--- src/rtl/mem_stage_pkg.sv ---
// Shared definitions for the memory stage: access-size encodings, FSM states, timeout default.
package mem_stage_pkg;

    localparam int unsigned TIMEOUT_DEFAULT = 255;

    // funct3[1:0] selects the access size, funct3[2] selects zero extension on loads
    localparam logic [1:0] SZ_B = 2'b00;
    localparam logic [1:0] SZ_H = 2'b01;
    localparam logic [1:0] SZ_W = 2'b10;
    localparam int         F3_UNSIGNED = 2;

    typedef enum logic [1:0] {
        ST_IDLE,
        ST_ACCESS,
        ST_WAIT_RESP
    } state_t;

endpackage

--- src/rtl/mem_stage_if.sv ---
// Data-memory request/response bus between the memory stage and the data memory.
interface mem_stage_if;
    logic        req;
    logic        we;
    logic [31:0] addr;
    logic [31:0] wdata;
    logic [3:0]  be;
    logic        ready;
    logic        rvalid;
    logic [31:0] rdata;

    modport master (
        output req, we, addr, wdata, be,
        input  ready, rvalid, rdata
    );

    modport slave (
        input  req, we, addr, wdata, be,
        output ready, rvalid, rdata
    );
endinterface

--- src/rtl/mem_lane_align.sv ---
// Combinational byte-lane logic: store byte enables and data replication, load lane extraction.
module mem_lane_align
    import mem_stage_pkg::*;
(
    input  logic [2:0]  funct3,
    input  logic [1:0]  addr_lo,
    input  logic [31:0] store_data,
    input  logic [31:0] rdata,
    output logic [3:0]  be,
    output logic [31:0] wdata,
    output logic [31:0] load_data
);

    logic [7:0]  byte_sel;
    logic [15:0] half_sel;
    logic        sign_ext;

    always_comb begin
        case (addr_lo)
            2'd0:    byte_sel = rdata[7:0];
            2'd1:    byte_sel = rdata[15:8];
            2'd2:    byte_sel = rdata[23:16];
            default: byte_sel = rdata[31:24];
        endcase
        half_sel = addr_lo[1] ? rdata[31:16] : rdata[15:0];
        sign_ext = ~funct3[F3_UNSIGNED];
    end

    always_comb begin
        be        = 4'b1111;
        wdata     = store_data;
        load_data = rdata;
        case (funct3[1:0])
            SZ_B: begin
                be        = 4'b0001 << addr_lo;
                wdata     = {4{store_data[7:0]}};
                load_data = {{24{sign_ext & byte_sel[7]}}, byte_sel};
            end
            SZ_H: begin
                be        = addr_lo[1] ? 4'b1100 : 4'b0011;
                wdata     = {2{store_data[15:0]}};
                load_data = {{16{sign_ext & half_sel[15]}}, half_sel};
            end
            default: begin
                be        = 4'b1111;
                wdata     = store_data;
                load_data = rdata;
            end
        endcase
    end

endmodule

--- src/rtl/mem_stage.sv ---
// Pipeline memory stage: sequences data-memory accesses, aborts on timeout, registers MEM/WB.
// Define MEM_STAGE_MISALIGN_EN to trap misaligned H/W accesses instead of truncating the address.
//   state        | meaning
//   ST_IDLE      | pass ALU results through; latch a memory op and start it
//   ST_ACCESS    | request on the bus, held stable until accepted
//   ST_WAIT_RESP | load accepted, waiting for read data
module mem_stage
    import mem_stage_pkg::*;
#(
    parameter int unsigned TIMEOUT = TIMEOUT_DEFAULT
) (
    input  logic               clk,
    input  logic               rst_n,
    input  logic               ex_valid,
    input  logic [31:0]        ex_alu_result,
    input  logic [31:0]        ex_rs2_data,
    input  logic [4:0]         ex_rd,
    input  logic [2:0]         ex_funct3,
    input  logic               ex_reg_write,
    input  logic               ex_mem_read,
    input  logic               ex_mem_write,
    mem_stage_if.master        dmem,
    output logic               mem_stall,
    output logic               wb_valid,
    output logic               wb_reg_write,
    output logic [4:0]         wb_rd,
    output logic [31:0]        wb_data,
    output logic               misalign,
    output logic               timeout_err
);

    localparam int CNT_W = (TIMEOUT > 1) ? $clog2(TIMEOUT) : 1;
    localparam logic [CNT_W-1:0] TMR_LOAD = CNT_W'(TIMEOUT - 1);

    state_t            state, state_nx;
    logic [31:0]       op_addr, op_data;
    logic [4:0]        op_rd;
    logic [2:0]        op_funct3;
    logic              op_reg_write, op_load;
    logic [CNT_W-1:0]  tmr;

    logic              ex_mem, misaligned, accept;
    logic [31:0]       eff_addr;
    logic              resp, tmo;
    logic              req_c, we_c, stall_c;
    logic [3:0]        be;
    logic [31:0]       wdata, load_data;

    assign ex_mem = ex_valid & (ex_mem_read | ex_mem_write);

    always_comb begin
        eff_addr = ex_alu_result;
        if (ex_funct3[1:0] == SZ_H)
            eff_addr[0] = 1'b0;
        else if (ex_funct3[1:0] != SZ_B)
            eff_addr[1:0] = 2'b00;
    end

`ifdef MEM_STAGE_MISALIGN_EN
    always_comb begin
        misaligned = 1'b0;
        if (ex_mem) begin
            if (ex_funct3[1:0] == SZ_H)
                misaligned = ex_alu_result[0];
            else if (ex_funct3[1:0] != SZ_B)
                misaligned = |ex_alu_result[1:0];
        end
    end
`else
    assign misaligned = 1'b0;
    assign misalign   = 1'b0;
`endif

    assign accept = ex_mem & ~misaligned;

    // A load that is merely accepted is not a response; only data or store acceptance completes.
    always_comb begin
        resp = 1'b0;
        case (state)
            ST_ACCESS:    resp = op_load ? (dmem.ready & dmem.rvalid) : dmem.ready;
            ST_WAIT_RESP: resp = dmem.rvalid;
            default:      resp = 1'b0;
        endcase
    end

    assign tmo = (state != ST_IDLE) && (tmr == '0) && !resp;

    always_ff @(posedge clk or negedge rst_n) begin
        if (!rst_n)
            state <= ST_IDLE;
        else
            state <= state_nx;
    end

    always_comb begin
        state_nx = state;
        case (state)
            ST_IDLE: begin
                if (accept)
                    state_nx = ST_ACCESS;
            end
            ST_ACCESS: begin
                if (resp || tmo)
                    state_nx = ST_IDLE;
                else if (op_load && dmem.ready)
                    state_nx = ST_WAIT_RESP;
            end
            ST_WAIT_RESP: begin
                if (resp || tmo)
                    state_nx = ST_IDLE;
            end
            default: state_nx = ST_IDLE;
        endcase
    end

    always_comb begin
        req_c   = 1'b0;
        we_c    = 1'b0;
        stall_c = 1'b0;
        case (state)
            ST_IDLE: stall_c = accept;
            ST_ACCESS: begin
                req_c   = 1'b1;
                we_c    = ~op_load;
                stall_c = ~(resp | tmo);
            end
            ST_WAIT_RESP: stall_c = ~(resp | tmo);
            default: stall_c = 1'b0;
        endcase
        if (!rst_n)
            stall_c = 1'b0;
    end

    assign dmem.req   = req_c;
    assign dmem.we    = we_c;
    assign dmem.addr  = {op_addr[31:2], 2'b00};
    assign dmem.be    = be;
    assign dmem.wdata = wdata;
    assign mem_stall  = stall_c;

    mem_lane_align u_lane (
        .funct3     (op_funct3),
        .addr_lo    (op_addr[1:0]),
        .store_data (op_data),
        .rdata      (dmem.rdata),
        .be         (be),
        .wdata      (wdata),
        .load_data  (load_data)
    );

    always_ff @(posedge clk or negedge rst_n) begin
        if (!rst_n) begin
            op_addr      <= '0;
            op_data      <= '0;
            op_rd        <= '0;
            op_funct3    <= '0;
            op_reg_write <= 1'b0;
            op_load      <= 1'b0;
        end else if (state == ST_IDLE && accept) begin
            op_addr      <= eff_addr;
            op_data      <= ex_rs2_data;
            op_rd        <= ex_rd;
            op_funct3    <= ex_funct3;
            op_reg_write <= ex_reg_write;
            op_load      <= ex_mem_read;
        end
    end

    always_ff @(posedge clk or negedge rst_n) begin
        if (!rst_n)
            tmr <= '0;
        else if (state == ST_IDLE)
            tmr <= TMR_LOAD;
        else if (tmr != '0)
            tmr <= tmr - 1'b1;
    end

    always_ff @(posedge clk or negedge rst_n) begin
        if (!rst_n) begin
            wb_valid     <= 1'b0;
            wb_reg_write <= 1'b0;
            wb_rd        <= '0;
            wb_data      <= '0;
            timeout_err  <= 1'b0;
`ifdef MEM_STAGE_MISALIGN_EN
            misalign     <= 1'b0;
`endif
        end else begin
            wb_valid     <= 1'b0;
            wb_reg_write <= 1'b0;
            timeout_err  <= 1'b0;
`ifdef MEM_STAGE_MISALIGN_EN
            misalign     <= 1'b0;
`endif
            if (state == ST_IDLE) begin
                if (ex_valid && !ex_mem) begin
                    wb_valid     <= 1'b1;
                    wb_rd        <= ex_rd;
                    wb_data      <= ex_alu_result;
                    wb_reg_write <= ex_reg_write && (ex_rd != 5'd0);
                end
`ifdef MEM_STAGE_MISALIGN_EN
                else if (misaligned) begin
                    wb_valid <= 1'b1;
                    wb_rd    <= ex_rd;
                    wb_data  <= '0;
                    misalign <= 1'b1;
                end
`endif
            end else if (resp) begin
                wb_valid     <= 1'b1;
                wb_rd        <= op_rd;
                wb_data      <= op_load ? load_data : 32'h0;
                wb_reg_write <= op_load && op_reg_write && (op_rd != 5'd0);
            end else if (tmo) begin
                wb_valid    <= 1'b1;
                wb_rd       <= op_rd;
                wb_data     <= '0;
                timeout_err <= 1'b1;
            end
        end
    end

endmodule

--- src/flat_wrapper.sv ---
// flat-port wrapper written by rule: the top's interface ports become plain ports
module mem_stage_flat import mem_stage_pkg::*;
#(
    parameter int unsigned TIMEOUT = TIMEOUT_DEFAULT
)
  (clk, rst_n, ex_valid, ex_alu_result, ex_rs2_data, ex_rd, ex_funct3, ex_reg_write, ex_mem_read, ex_mem_write, mem_stall, wb_valid, wb_reg_write, wb_rd, wb_data, misalign, timeout_err, dmem_req, dmem_we, dmem_addr, dmem_wdata, dmem_be, dmem_ready, dmem_rvalid, dmem_rdata);
  mem_stage_if dmem_i ();
  input  logic clk;
  input  logic rst_n;
  input  logic ex_valid;
  input  logic [31:0] ex_alu_result;
  input  logic [31:0] ex_rs2_data;
  input  logic [4:0] ex_rd;
  input  logic [2:0] ex_funct3;
  input  logic ex_reg_write;
  input  logic ex_mem_read;
  input  logic ex_mem_write;
  output logic mem_stall;
  output logic wb_valid;
  output logic wb_reg_write;
  output logic [4:0] wb_rd;
  output logic [31:0] wb_data;
  output logic misalign;
  output logic timeout_err;
  output wire logic [$bits(dmem_i.req)-1:0] dmem_req;
  output wire logic [$bits(dmem_i.we)-1:0] dmem_we;
  output wire logic [$bits(dmem_i.addr)-1:0] dmem_addr;
  output wire logic [$bits(dmem_i.wdata)-1:0] dmem_wdata;
  output wire logic [$bits(dmem_i.be)-1:0] dmem_be;
  input wire logic [$bits(dmem_i.ready)-1:0] dmem_ready;
  input wire logic [$bits(dmem_i.rvalid)-1:0] dmem_rvalid;
  input wire logic [$bits(dmem_i.rdata)-1:0] dmem_rdata;
  assign dmem_req = dmem_i.req;
  assign dmem_we = dmem_i.we;
  assign dmem_addr = dmem_i.addr;
  assign dmem_wdata = dmem_i.wdata;
  assign dmem_be = dmem_i.be;
  assign dmem_i.ready = dmem_ready;
  assign dmem_i.rvalid = dmem_rvalid;
  assign dmem_i.rdata = dmem_rdata;
  mem_stage #(.TIMEOUT(TIMEOUT)) u_core (.clk(clk), .rst_n(rst_n), .ex_valid(ex_valid), .ex_alu_result(ex_alu_result), .ex_rs2_data(ex_rs2_data), .ex_rd(ex_rd), .ex_funct3(ex_funct3), .ex_reg_write(ex_reg_write), .ex_mem_read(ex_mem_read), .ex_mem_write(ex_mem_write), .dmem(dmem_i), .mem_stall(mem_stall), .wb_valid(wb_valid), .wb_reg_write(wb_reg_write), .wb_rd(wb_rd), .wb_data(wb_data), .misalign(misalign), .timeout_err(timeout_err));
endmodule
--- config.mk ---
export PLATFORM = sky130hd
export DESIGN_NAME = mem_stage_flat
export DESIGN_NICKNAME = d
export VERILOG_FILES = /design/src/rtl/mem_stage_pkg.sv /design/src/rtl/mem_stage_if.sv /design/src/rtl/mem_lane_align.sv /design/src/rtl/mem_stage.sv /design/src/flat_wrapper.sv
export SDC_FILE = /design/constraint.sdc
export NUM_CORES = 1
export LEC_CHECK = 0
export BUFFER_PORTS_ARGS = -buffer_cell sky130_fd_sc_hd__buf_2
export CAP_MARGIN = 10
export CORE_MARGIN = 1.5
export CORE_UTILIZATION = 25
export CTS_CLUSTER_SIZE = 14
export DETAILED_ROUTE_END_ITERATION = 8
export PLACE_DENSITY = 0.44
export SKIP_CTS_REPAIR_TIMING = 1
export SLEW_MARGIN = 10
export SYNTH_ARGS = -nofsm -noshare
export SYNTH_HDL_FRONTEND = slang
export SYNTH_HIERARCHICAL = 1
export SYNTH_SLANG_ARGS = --single-unit
--- constraint.sdc ---
create_clock -name clk -period 2.2 [get_ports clk]
set_clock_uncertainty 0.1 [all_clocks]
set_input_delay 0.55 -clock clk [delete_from_list [all_inputs] [get_ports clk]]
set_output_delay 0.55 -clock clk [all_outputs]
set_load 0.05 [all_outputs]
==> reports/qor.yml, run 1 <==
timing:
  grt_setup_unrepaired: "true"
  finalHoldViolations: 0
  setup_violations: 26
  final.period_utilization_pct: 113
  layout_min_cycle_time_ns: 2.48
  fmax_mhz: 403
  fin_ws_ns: -0.284
  slew-limit-headroom_pct: 65.1
  worst_slew_pin_slew_ns: 0.524
  setup_tns_ns: -2.74
  slew_viol_final: 0
worst_setup_path:
  worst-path-max-fanout: 2
  cp.arrival_ns: 1.83
  critPathCaptureType: "primary output"
  start_kind: "register"
  required_ns: 1.55
  critPathLaunch: "u_core/tmr[0]"
  r2r-start: "u_core/tmr[0]"
  worstSetupPathType: "reg2out"
drt:
  routed_wl_mm: 23.3
  drtIter0Drc: 205
  wl_per_cell_um: 18.7
  top_layer_used: "met5"
  wl_met3_mm: 1.43
  viasPerCell: 4.65
  wl_met2_mm: 11.1
  final_antenna_net_count: 0
  drc: 0
  wl_met1_mm: 10.6
  via_count: 5804
  drt-pass1-iter-count: 7
pwr:
  p_per_area_nw_per_um2: 1960
  clockPowerShare_pct: 14.7
  total_power_w: 0.0192
  peakVddDrop_v: 0.00136
  p_seq_share_pct: 21.6
  combPwrFrac_pct: 63.7
  swShare_pct: 49.7
  p_switching_w: 0.00956
  intPower_w: 0.00966
  power_leakage_nw: 4.43
synth:
  synth_area_um2: 6960
  synthArstFlopShare_pct: 100
  synth_ff_type: "dfrtp_1"
  syn_inst: 633
  ys_seq_area_share_pct: 44.6
  synth_edf_count: 0
  avgSynthCellArea_um2: 11.0
  ys_ff_latch: 124
  yosysUniqueCellTypes: 56
  synth_warnings: 6
clock_tree:
  cts_sinks: 124
  cts_htree_levels: 4
  cts_buffer_depth: 2
  root_buffer: "clkbuf_16"
  numCtsBuffers: 17
  cts.clk_slew.worst_paths_ns: 0.06
  clk-insertion-delay-late_ns: 0.41
  cts_tree: "done"
grt:
  grt_usage_pct: 15.8
  antenna_found_initial: 2
  grt_pass1_vias: 5806
  grt_start_max_net_pins: 88
  grt_pass1_wl_mm: 34.6
  overflow: 0
die:
  die_width_um: 170
  rows: 60
  start_util_pct: 25.7
  core_um2: 27100
  die_h_um: 170
  boundaryPins: 224
  die_area_um2: 28800
worst_hold_path:
  hp-class: "in2async"
cells_and_area:
  drive_gt1_share_pct: 57.9
  layout.nets: 979
  area.growth.synth_to_final_pct: 41.4
placement:
  pre_cts_slack_ns: -0.00139
  portBuffers: 220
  routabilityCongestion: 0.774
  dp_hpwl_mm: 16.4
flow_run:
  cap_viol_max_count: 0
run_status:
  failed_checks: "setup timing"
  status: "finished with violations"
per-stage QoR:
step	hold WS [ns]	utilization, %	cell area, um^2	std cells
after floorplan	0.154	-	7060	635
after global placement	0.381	31.6	8570	1191
after detailed placement	0.388	31.6	8570	1191
after CTS	0.150	33.7	9140	1223
after global routing	0.154	36.3	9830	1247
final	0.126	36.3	9830	1248
synth_stat cells, types with 2 or more instances:
| master | instances | area, um^2 |
|---|---|---|
| buf_1 | 2 | 7.51 |
| o21ai_1 | 2 | 10.0 |
| a211oi_1 | 3 | 22.5 |
| o221a_2 | 5 | 56.3 |
| nor2b_1 | 4 | 25.0 |
| nor3b_1 | 2 | 15.0 |
| a2bb2oi_1 | 9 | 78.8 |
| a22oi_2 | 30 | 375 |
| nand2b_1 | 6 | 37.5 |
| buf_4 | 47 | 353 |
| o211ai_1 | 12 | 90.1 |
| a221o_1 | 6 | 60.1 |
| a311o_1 | 2 | 20.0 |
| clkbuf_1 | 18 | 67.6 |
| mux2i_1 | 15 | 150 |
| ha_1 | 5 | 62.6 |
| a22oi_1 | 35 | 263 |
| nand2_4 | 2 | 22.5 |
| buf_2 | 12 | 60.1 |
| nor2_1 | 48 | 180 |
| nand2_1 | 43 | 161 |
| nand3_1 | 6 | 30.0 |
| a211o_1 | 2 | 17.5 |
| o21ai_0 | 17 | 85.1 |
| or4_1 | 2 | 15.0 |
| nor3_1 | 4 | 20.0 |
| buf_6 | 6 | 67.6 |
| a21oi_1 | 33 | 165 |
| dfrtp_1 | 124 | 3100 |
| mux2_2 | 89 | 1000 |
| inv_1 | 16 | 60.1 |
| or2_2 | 2 | 12.5 |
worst paths after layout:
check / endpoint / slack (ns) / cells after the start
setup / recovery: mem_stall / -0.28 / 7
hold / removal: u_core/tmr[5] / 0.13 / 2
setup reg to reg: u_core/wb_data[0] / 0.09 / 9
hold reg to reg: u_core/op_addr[15] / 0.40 / 1
max in group asynchronous: u_core/op_funct3[1] / 1.44 / 2
min in group clk: u_core/op_data[19] / 0.26 / 2
worst max-delay path, cell delays in order, from the launching register on:
cell	delay (ns)
dfrtp_1	0.38
inv_2	0.08
ha_4	0.13
nor3b_4	0.22
nand2_4	0.06
o211ai_1	0.27
a21oi_4	0.11
buf_6	0.16
state kept, by name, summed over array words and instances, names as in the netlist:
signal               flops
u_core/op_load           1
u_core/wb_data          32
u_core/timeout_err       1
u_core/tmr               8
u_core/op_rd             5
u_core/wb_rd             5
u_core/op_funct3         3
u_core/state             2
u_core/op_reg_write      1
u_core/op_addr          32
u_core/wb_valid          1
u_core/wb_reg_write      1
u_core/op_data          32
placed cells by master, fill, tap and decap left out, types with 19 or more instances in the layout:
master     Yosys  final
buf_2         12    188
dfrtp_1      124    121
mux2_2        89     82
buf_4         47     52
nor2_1        48     47
nand2_1       43     35
a22oi_1       35     35
a21oi_1       33     32
a22oi_2       30     30
buf_6          6     26
clkbuf_16      0     19
layout make-up:
| class | count | area [um^2] |
|---|---|---|
| Fill cell | 2769 | 17300 |
| Sequential cell | 124 | 3110 |
| Clock inverter | 14 | 145 |
| Multi-Input combinational cell | 409 | 3510 |
| Antenna cell | 1 | 2.50 |
| Inverter | 17 | 63.8 |
| Tap cell | 372 | 465 |
| Clock buffer | 18 | 429 |
| Timing Repair Buffer | 293 | 2110 |
power groups by stage:
stage	clock, W	sequential [W]	combinational [W]
after floorplan	0	0.00511	0.00738
after global placement	0	0.00412	0.0106
after detailed placement	0	0.00412	0.0106
after CTS	0.00293	0.00410	0.0107
after global routing	0.00302	0.00430	0.0129
final	0.00282	0.00416	0.0122
cells by family after synthesis:
kind of cell | Yosys count | share of synthesized area, %
other | 1 | 0.0539
buffers and inverters | 102 | 8.90
and+or+nand+nor | 128 | 8.81
adders and majority gates | 5 | 0.899
xor gates and xnor gates | 1 | 0.126
DFF | 124 | 44.6
muxes | 106 | 17.3
AOI/OAI and AO/OA | 166 | 19.3
per-layer routing:
metal  track usage, %  up-vias
met3             3.98       17
li1                 -     2718
met4             3.58        4
met1             21.0     2873
met5                0        -
met2             25.9      192
(Power assumes the default switching activity.)
==> inputs of run 2 (changes only) <==
--- a/config.mk
+++ b/config.mk
@@ -5,6 +5,7 @@
 export SDC_FILE = /design/constraint.sdc
 export NUM_CORES = 1
 export LEC_CHECK = 0
+export ABC_AREA = 1
 export BUFFER_PORTS_ARGS = -buffer_cell sky130_fd_sc_hd__buf_2
 export CAP_MARGIN = 10
 export CORE_MARGIN = 1.5
==> reports/qor.yml, run 2 <==
drt:
  via_count: 6726  # +16%
  drtIter0Drc: 452  # +120%
  viasPerCell: 4.36  # -6.3%
  top_layer_used: "met5"
  wl_met2_mm: 11.3  # +1.9%
  final_antenna_net_count: 0  # unchanged
  wl_met3_mm: 1.30  # -8.6%
  wl_met1_mm: 11.5  # +8.9%
  drc: 0  # unchanged
  wl_per_cell_um: 15.8  # -15%
  drt-pass1-iter-count: 5  # -2
  routed_wl_mm: 24.4  # +4.6%
worst_setup_path:
  rr_worst_depth: 10  # +1
  required_ns: 1.55  # about the same
  critPathCaptureType: "primary output"
  cp.arrival_ns: 1.85  # +0.02 ns
  worst_r2r_endpoint: "u_core/wb_data[21]"
  r2r-start: "u_core/op_funct3[1]"
  start_kind: "register"
  worstSetupPathType: "reg2out"
  worst-path-max-fanout: 3  # +1
  reg2reg_setup_slack_ns: 0.19  # +0.10 ns
placement:
  portBuffers: 220  # unchanged
  routabilityCongestion: 0.798  # +3.2%
  dp_hpwl_mm: 17.0  # +3.8%
  pre_cts_slack_ns: 0.0367  # +0.0381 ns
die:
  rows: 61  # +1.7%
  die_area_um2: 29000  # +0.44%
  die_width_um: 170  # +0.22%
  boundaryPins: 224  # unchanged
  core_um2: 27600  # +1.9%
  start_util_pct: 25.3  # -0.38 points
  die_h_um: 170  # +0.22%
pwr:
  swShare_pct: 52.3  # +2.5 points
  peakVddDrop_v: 0.00128  # -5.7%
  p_seq_share_pct: 23.6  # +2.0 points
  clockPowerShare_pct: 15.6  # +0.9 points
  power_leakage_nw: 5.28  # +19%
  combPwrFrac_pct: 60.8  # -2.9 points
  p_per_area_nw_per_um2: 1780  # -9.0%
  intPower_w: 0.00820  # -15%
  p_switching_w: 0.00898  # -6.1%
synth:
  synth_top_area_share_pct: 44.4  # -0.20 points
  netlist_top_cells_count: "nand2_1, dfrtp_1, nand3_1, inv_1, o21ai_1"
  synth_warnings: 6  # unchanged
  synth_ff_type: "dfrtp_1"
  netlist_top_cells_area: "dfrtp_1, nand2_1, nand3_1, buf_4, inv_1"
  yosysUniqueCellTypes: 33  # -41%
  synth_edf_count: 0  # unchanged
  synth_area_um2: 6990  # +0.45%
  synth_area_leader_cell: "dfrtp_1"
  ys_ff_latch: 124  # unchanged
  ys_seq_area_share_pct: 44.4  # -0.20 points
  avgSynthCellArea_um2: 7.41  # -33%
  syn_inst: 943  # +49%
  synth.most_common_cell: "nand2_1"
  synthArstFlopShare_pct: 100  # unchanged
grt:
  overflow: 0  # unchanged
  grt_pass1_vias: 6355  # +9.5%
  grt_pass1_wl_mm: 36.4  # +5.1%
  grt_usage_pct: 16.5  # +0.71 points
  grt_start_max_net_pins: 125  # +42%
  antenna_found_initial: 6  # +4
clock_tree:
  cts_buffer_depth: 2  # unchanged
  cts.clk_slew.worst_paths_ns: 0.06  # about the same
  cts_htree_levels: 4  # unchanged
  cts_tree: "done"
  cts_sinks: 124  # unchanged
  numCtsBuffers: 17  # unchanged
  root_buffer: "clkbuf_16"
  clk-insertion-delay-late_ns: 0.42  # about the same
cells_and_area:
  final_common_cell: "nand2_1"
  final_cell_mix: "nand2_1, buf_2, dfrtp_1"
  layout.nets: 1268  # +30%
  reg_top3: "u_core/op_addr x32, u_core/op_data x32, u_core/wb_data x32"
  fillers: 3026  # +9.3%
  drive_gt1_share_pct: 34.8  # -23 points
  area.growth.synth_to_final_pct: 38.2
  final_core_util_pct: 35.0  # -1.3 points
flow_run:
  cap_viol_max_count: 0  # unchanged
run_status:
  status: "finished with violations"
  failed_checks: "setup timing"
worst_hold_path:
  hp-class: "in2async"
timing:
  layout_min_cycle_time_ns: 2.50  # +0.0153 ns
  fmax_mhz: 400  # -0.61%
  setup_tns_ns: -2.00  # +0.739 ns
  finalHoldViolations: 0  # unchanged
  grt_setup_unrepaired: "true"
  slew_viol_final: 0  # unchanged
  hold_slack_ns: 0.167  # +0.0412 ns
  worst_slew_pin_slew_ns: 0.748  # +0.223 ns
  fin_ws_ns: -0.300  # -0.0153 ns
  slew-limit-headroom_pct: 50.2  # -15 points
  setup_violations: 18  # -31%
  final.period_utilization_pct: 114  # +0.70 points
run 2: worst max-delay path by stage:
stage | from | endpoint | slack, ns | cells past startpoint
finish | u_core/state[0] | mem_stall | -0.30 | 10
global route | u_core/state[1] | mem_stall | -0.45 | 10
CTS | u_core/state[0] | mem_stall | -0.43 | 9
detailed placement | u_core/state[0] | mem_stall | 0.04 | 9
global placement | ex_mem_read | mem_stall | 0.06 | 10
floorplan | u_core/state[1] | mem_stall | -0.14 | 9
run 2: area by class of cell:
class / count / area [um^2] / share of cell area [%]
repair buffers: 276 / 1950 / 20.2
well taps: 378 / 473 / 4.90
diodes: 3 / 7.51 / 0.0777
clock buffers: 19 / 443 / 4.58
flip-flops and latches: 124 / 3110 / 32.2
multi-input cells: 659 / 3290 / 34.1
inverters: 73 / 285 / 2.95
clock inverters: 11 / 98.8 / 1.02
run 2: logic make-up after synthesis:
kind of cell               Yosys count  synth area share [%]
DFF                                124                  44.4
AOI/OAI and AO/OA                   99                  7.45
buffers and inverters              162                  12.4
adders and majority gates            5                 0.895
and+or+nand+nor                    552                  34.8
other                                1                0.0537
run 2: power by group through the flow:
stage | logic, W | registers, W | clock network [W]
4_1_cts | 0.00904 | 0.00401 | 0.00278
3_3_place_gp | 0.00900 | 0.00404 | 0
5_1_grt | 0.0112 | 0.00419 | 0.00286
6_report | 0.0104 | 0.00405 | 0.00269
2_1_floorplan | 0.00608 | 0.00498 | 0
3_5_place_dp | 0.00902 | 0.00405 | 0
run 2: through the flow:
stage / instance area (um^2) / total power, W / instances
4_1_cts: 8890 / 0.0158 / 1510
6_report: 9660 / 0.0172 / 1543
3_3_place_gp: 8350 / 0.0130 / 1480
5_1_grt: 9660 / 0.0183 / 1542
3_5_place_dp: 8350 / 0.0131 / 1480
2_1_floorplan: 7020 / 0.0111 / 945
run 2: worst max-delay path, cell delays in order, from the launching register on:
cell and delay (ns):
dfrtp_1 0.41, inv_2 0.10, ha_4 0.21, inv_2 0.07
nor2_4 0.05, nand2_4 0.06, nand2_2 0.05, o21ai_1 0.13
nand2_1 0.10, nor2_4 0.11, buf_12 0.14
run 2: routing by layer:
layer | track usage (%) | vias to the layer above
met4 | 4.46 | 6
met2 | 26.3 | 187
li1 | - | 3359
met1 | 22.5 | 3153
met5 | 0 | -
met3 | 3.72 | 21
==> inputs of run 3 (changes only) <==
--- a/config.mk
+++ b/config.mk
@@ -8,8 +8,8 @@
 export ABC_AREA = 1
 export BUFFER_PORTS_ARGS = -buffer_cell sky130_fd_sc_hd__buf_2
 export CAP_MARGIN = 10
-export CORE_MARGIN = 1.5
 export CORE_UTILIZATION = 25
+export CTS_BUF_LIST = sky130_fd_sc_hd__clkbuf_2 sky130_fd_sc_hd__clkbuf_4 sky130_fd_sc_hd__clkbuf_8
 export CTS_CLUSTER_SIZE = 14
 export DETAILED_ROUTE_END_ITERATION = 8
 export PLACE_DENSITY = 0.44
==> reports/qor.yml, run 3 (synthesized netlist as in run 2, its figures left out) <==
die:
  die_width_um: 169  # -0.59%
  boundaryPins: 224  # unchanged
  start_util_pct: 25.7  # +0.42 points
  rows: 60  # -1.6%
  core_um2: 27200  # -1.6%
  die_area_um2: 28600  # -1.2%
  die_h_um: 169  # -0.59%
clock_tree:
  numCtsBuffers: 17  # unchanged
  cts_htree_levels: 4  # unchanged
  cts_buffer_depth: 2  # unchanged
  root_buffer: "clkbuf_8"
  clk-insertion-delay-late_ns: 0.44  # +0.02 ns
  cts_sinks: 124  # unchanged
  cts.clk_slew.worst_paths_ns: 0.08  # +0.02 ns
  cts_tree: "done"
timing:
  layout_min_cycle_time_ns: 2.53  # +0.0308 ns
  fmax_mhz: 395  # -1.2%
  finalHoldViolations: 0  # unchanged
  slew_viol_final: 0  # unchanged
  grt_setup_unrepaired: "true"
  fin_ws_ns: -0.331  # -0.0308 ns
  worst_slew_pin_slew_ns: 0.709  # -0.0386 ns
  final.period_utilization_pct: 115  # +1.4 points
  setup_violations: 26  # +8
  slew-limit-headroom_pct: 52.7  # +2.6 points
worst_hold_path:
  hp-class: "in2async"
drt:
  wl_per_cell_um: 16.3  # +2.8%
  drt-pass1-iter-count: 7  # +2
  via_count: 6741  # +0.22%
  drc: 0  # unchanged
  drtIter0Drc: 326  # -28%
  final_antenna_net_count: 0  # unchanged
  routed_wl_mm: 25.0  # +2.5%
  viasPerCell: 4.38  # +0.48%
cells_and_area:
  stdcell_count: 1539  # -0.26%
  final_cell_mix: "nand2_1, buf_2, dfrtp_1"
  final_common_cell: "nand2_1"
  fillers: 2961  # -2.1%
  reg_top3: "u_core/op_addr x32, u_core/op_data x32, u_core/wb_data x32"
  area.growth.synth_to_final_pct: 39.1
  layout.nets: 1269  # +0.079%
  final_area_um2: 9720  # +0.65%
  seq_area_um2: 3110  # unchanged
  drive_gt1_share_pct: 35.7  # +0.94 points
  multi_input_area_um2: 3450  # +4.7%
grt:
  antenna_found_initial: 5  # -1
  grt_pass1_vias: 6302  # -0.83%
  grt_start_max_net_pins: 125  # unchanged
  grt_usage_pct: 16.7  # +0.14 points
  grt_pass1_wl_mm: 36.6  # +0.51%
  overflow: 0  # unchanged
worst_setup_path:
  start_kind: "register"
  critPathBufInv: 2  # -1
  critPathCaptureType: "primary output"
  cpLargestDelayFamily: "simple AND/OR/NAND/NOR gates"
  cp.arrival_ns: 1.88  # +0.03 ns
  path_cells: "inv_2 > ha_2 > nand2_1 > nand2_2 > nand2_4 > nand2_4 > o21ai_2 > nand2_2 > nor2_4 > buf_12"
  worst-path-max-fanout: 4  # +1
  worstSetupPathType: "reg2out"
  slowest_delay_ns: 0.40  # about the same
  cp_slowest_cell: "dfrtp_1"
  required_ns: 1.55  # about the same
flow_run:
  cap_viol_max_count: 0  # unchanged
placement:
  place_inst: 1473  # -0.47%
  routabilityCongestion: 0.847  # +6.1%
  dp_hpwl_mm: 17.2  # +0.87%
  portBuffers: 220  # unchanged
  post_dp_cell_area_um2: 8350  # about the same
pwr:
  peakVddDrop_v: 0.00132  # +3.4%
  p_per_area_nw_per_um2: 1760  # -1.1%
  total_power_w: 0.0171  # -0.51%
  power_leakage_nw: 5.27  # -0.20%
run_status:
  status: "finished with violations"
  failed_checks: "setup timing"
## run 3: layout make-up
class                           count  share of cell area (%)
Timing Repair Buffer              274                    20.8
Clock inverter                     12                    1.27
Sequential cell                   124                    32.0
Antenna cell                        2                  0.0515
Tap cell                          372                    4.79
Clock buffer                       20                    2.64
Inverter                           73                    3.01
Multi-Input combinational cell    662                    35.5
## run 3: worst reg2reg max path, stage by stage, from the launching register on
cell,delay [ns]
dfrtp_2,0.52
nor2_4,0.21
buf_12,0.15
inv_12,0.05
buf_4,0.14
nor2_4,0.23
nand3_4,0.25
nand3_2,0.12
nand2_1,0.09
o21ai_0,0.09
nand2_1,0.06
nand2_1,0.05
## run 3: where the power goes
part           total [W]  leakage, nW  switching, W  internal, W
combinational     0.0110         3.54       0.00739      0.00360
clock            0.00202        0.189      0.000989      0.00103
sequential       0.00408         1.54      0.000794      0.00329
## run 3: worst paths after layout
path                                     start                   to  slack [ns]  cells after the start
setup / recovery               u_core/state[0]            mem_stall       -0.33                     10
hold / removal                           rst_n   u_core/op_addr[26]        0.14                      2
setup reg to reg           u_core/op_funct3[1]   u_core/wb_data[22]        0.08                     11
hold reg to reg             u_core/op_data[15]   u_core/op_data[15]        0.38                      2
max in group asynchronous                rst_n  u_core/op_funct3[0]        1.29                      2
min in group clk               ex_rs2_data[18]   u_core/op_data[18]        0.19                      3
## run 3: per-stage QoR
step           hold slack [ns]  utilization (%)  setup TNS [ns]  worst slack [ns]
5_1_grt                  0.181             35.8           -5.92            -0.495
3_5_place_dp             0.358             30.7               0            0.0483
2_1_floorplan            0.154                -          -0.138            -0.138
6_report                 0.142             35.8           -3.51            -0.331
4_1_cts                  0.163             32.1           -7.24            -0.466
3_3_place_gp             0.356             30.7               0            0.0681
## run 3: per-layer routing
| layer | vias to the layer above | part of all wire (%) | routed length (um) | track usage, % |
|---|---|---|---|---|
| met5 | - | 0.16 | 41 | 0 |
| met4 | 6 | 1.3 | 323 | 4.74 |
| met3 | 26 | 6.2 | 1560 | 3.87 |
| met2 | 227 | 47 | 11700 | 26.6 |
| met1 | 3114 | 46 | 11400 | 22.5 |
| li1 | 3368 | - | - | - |
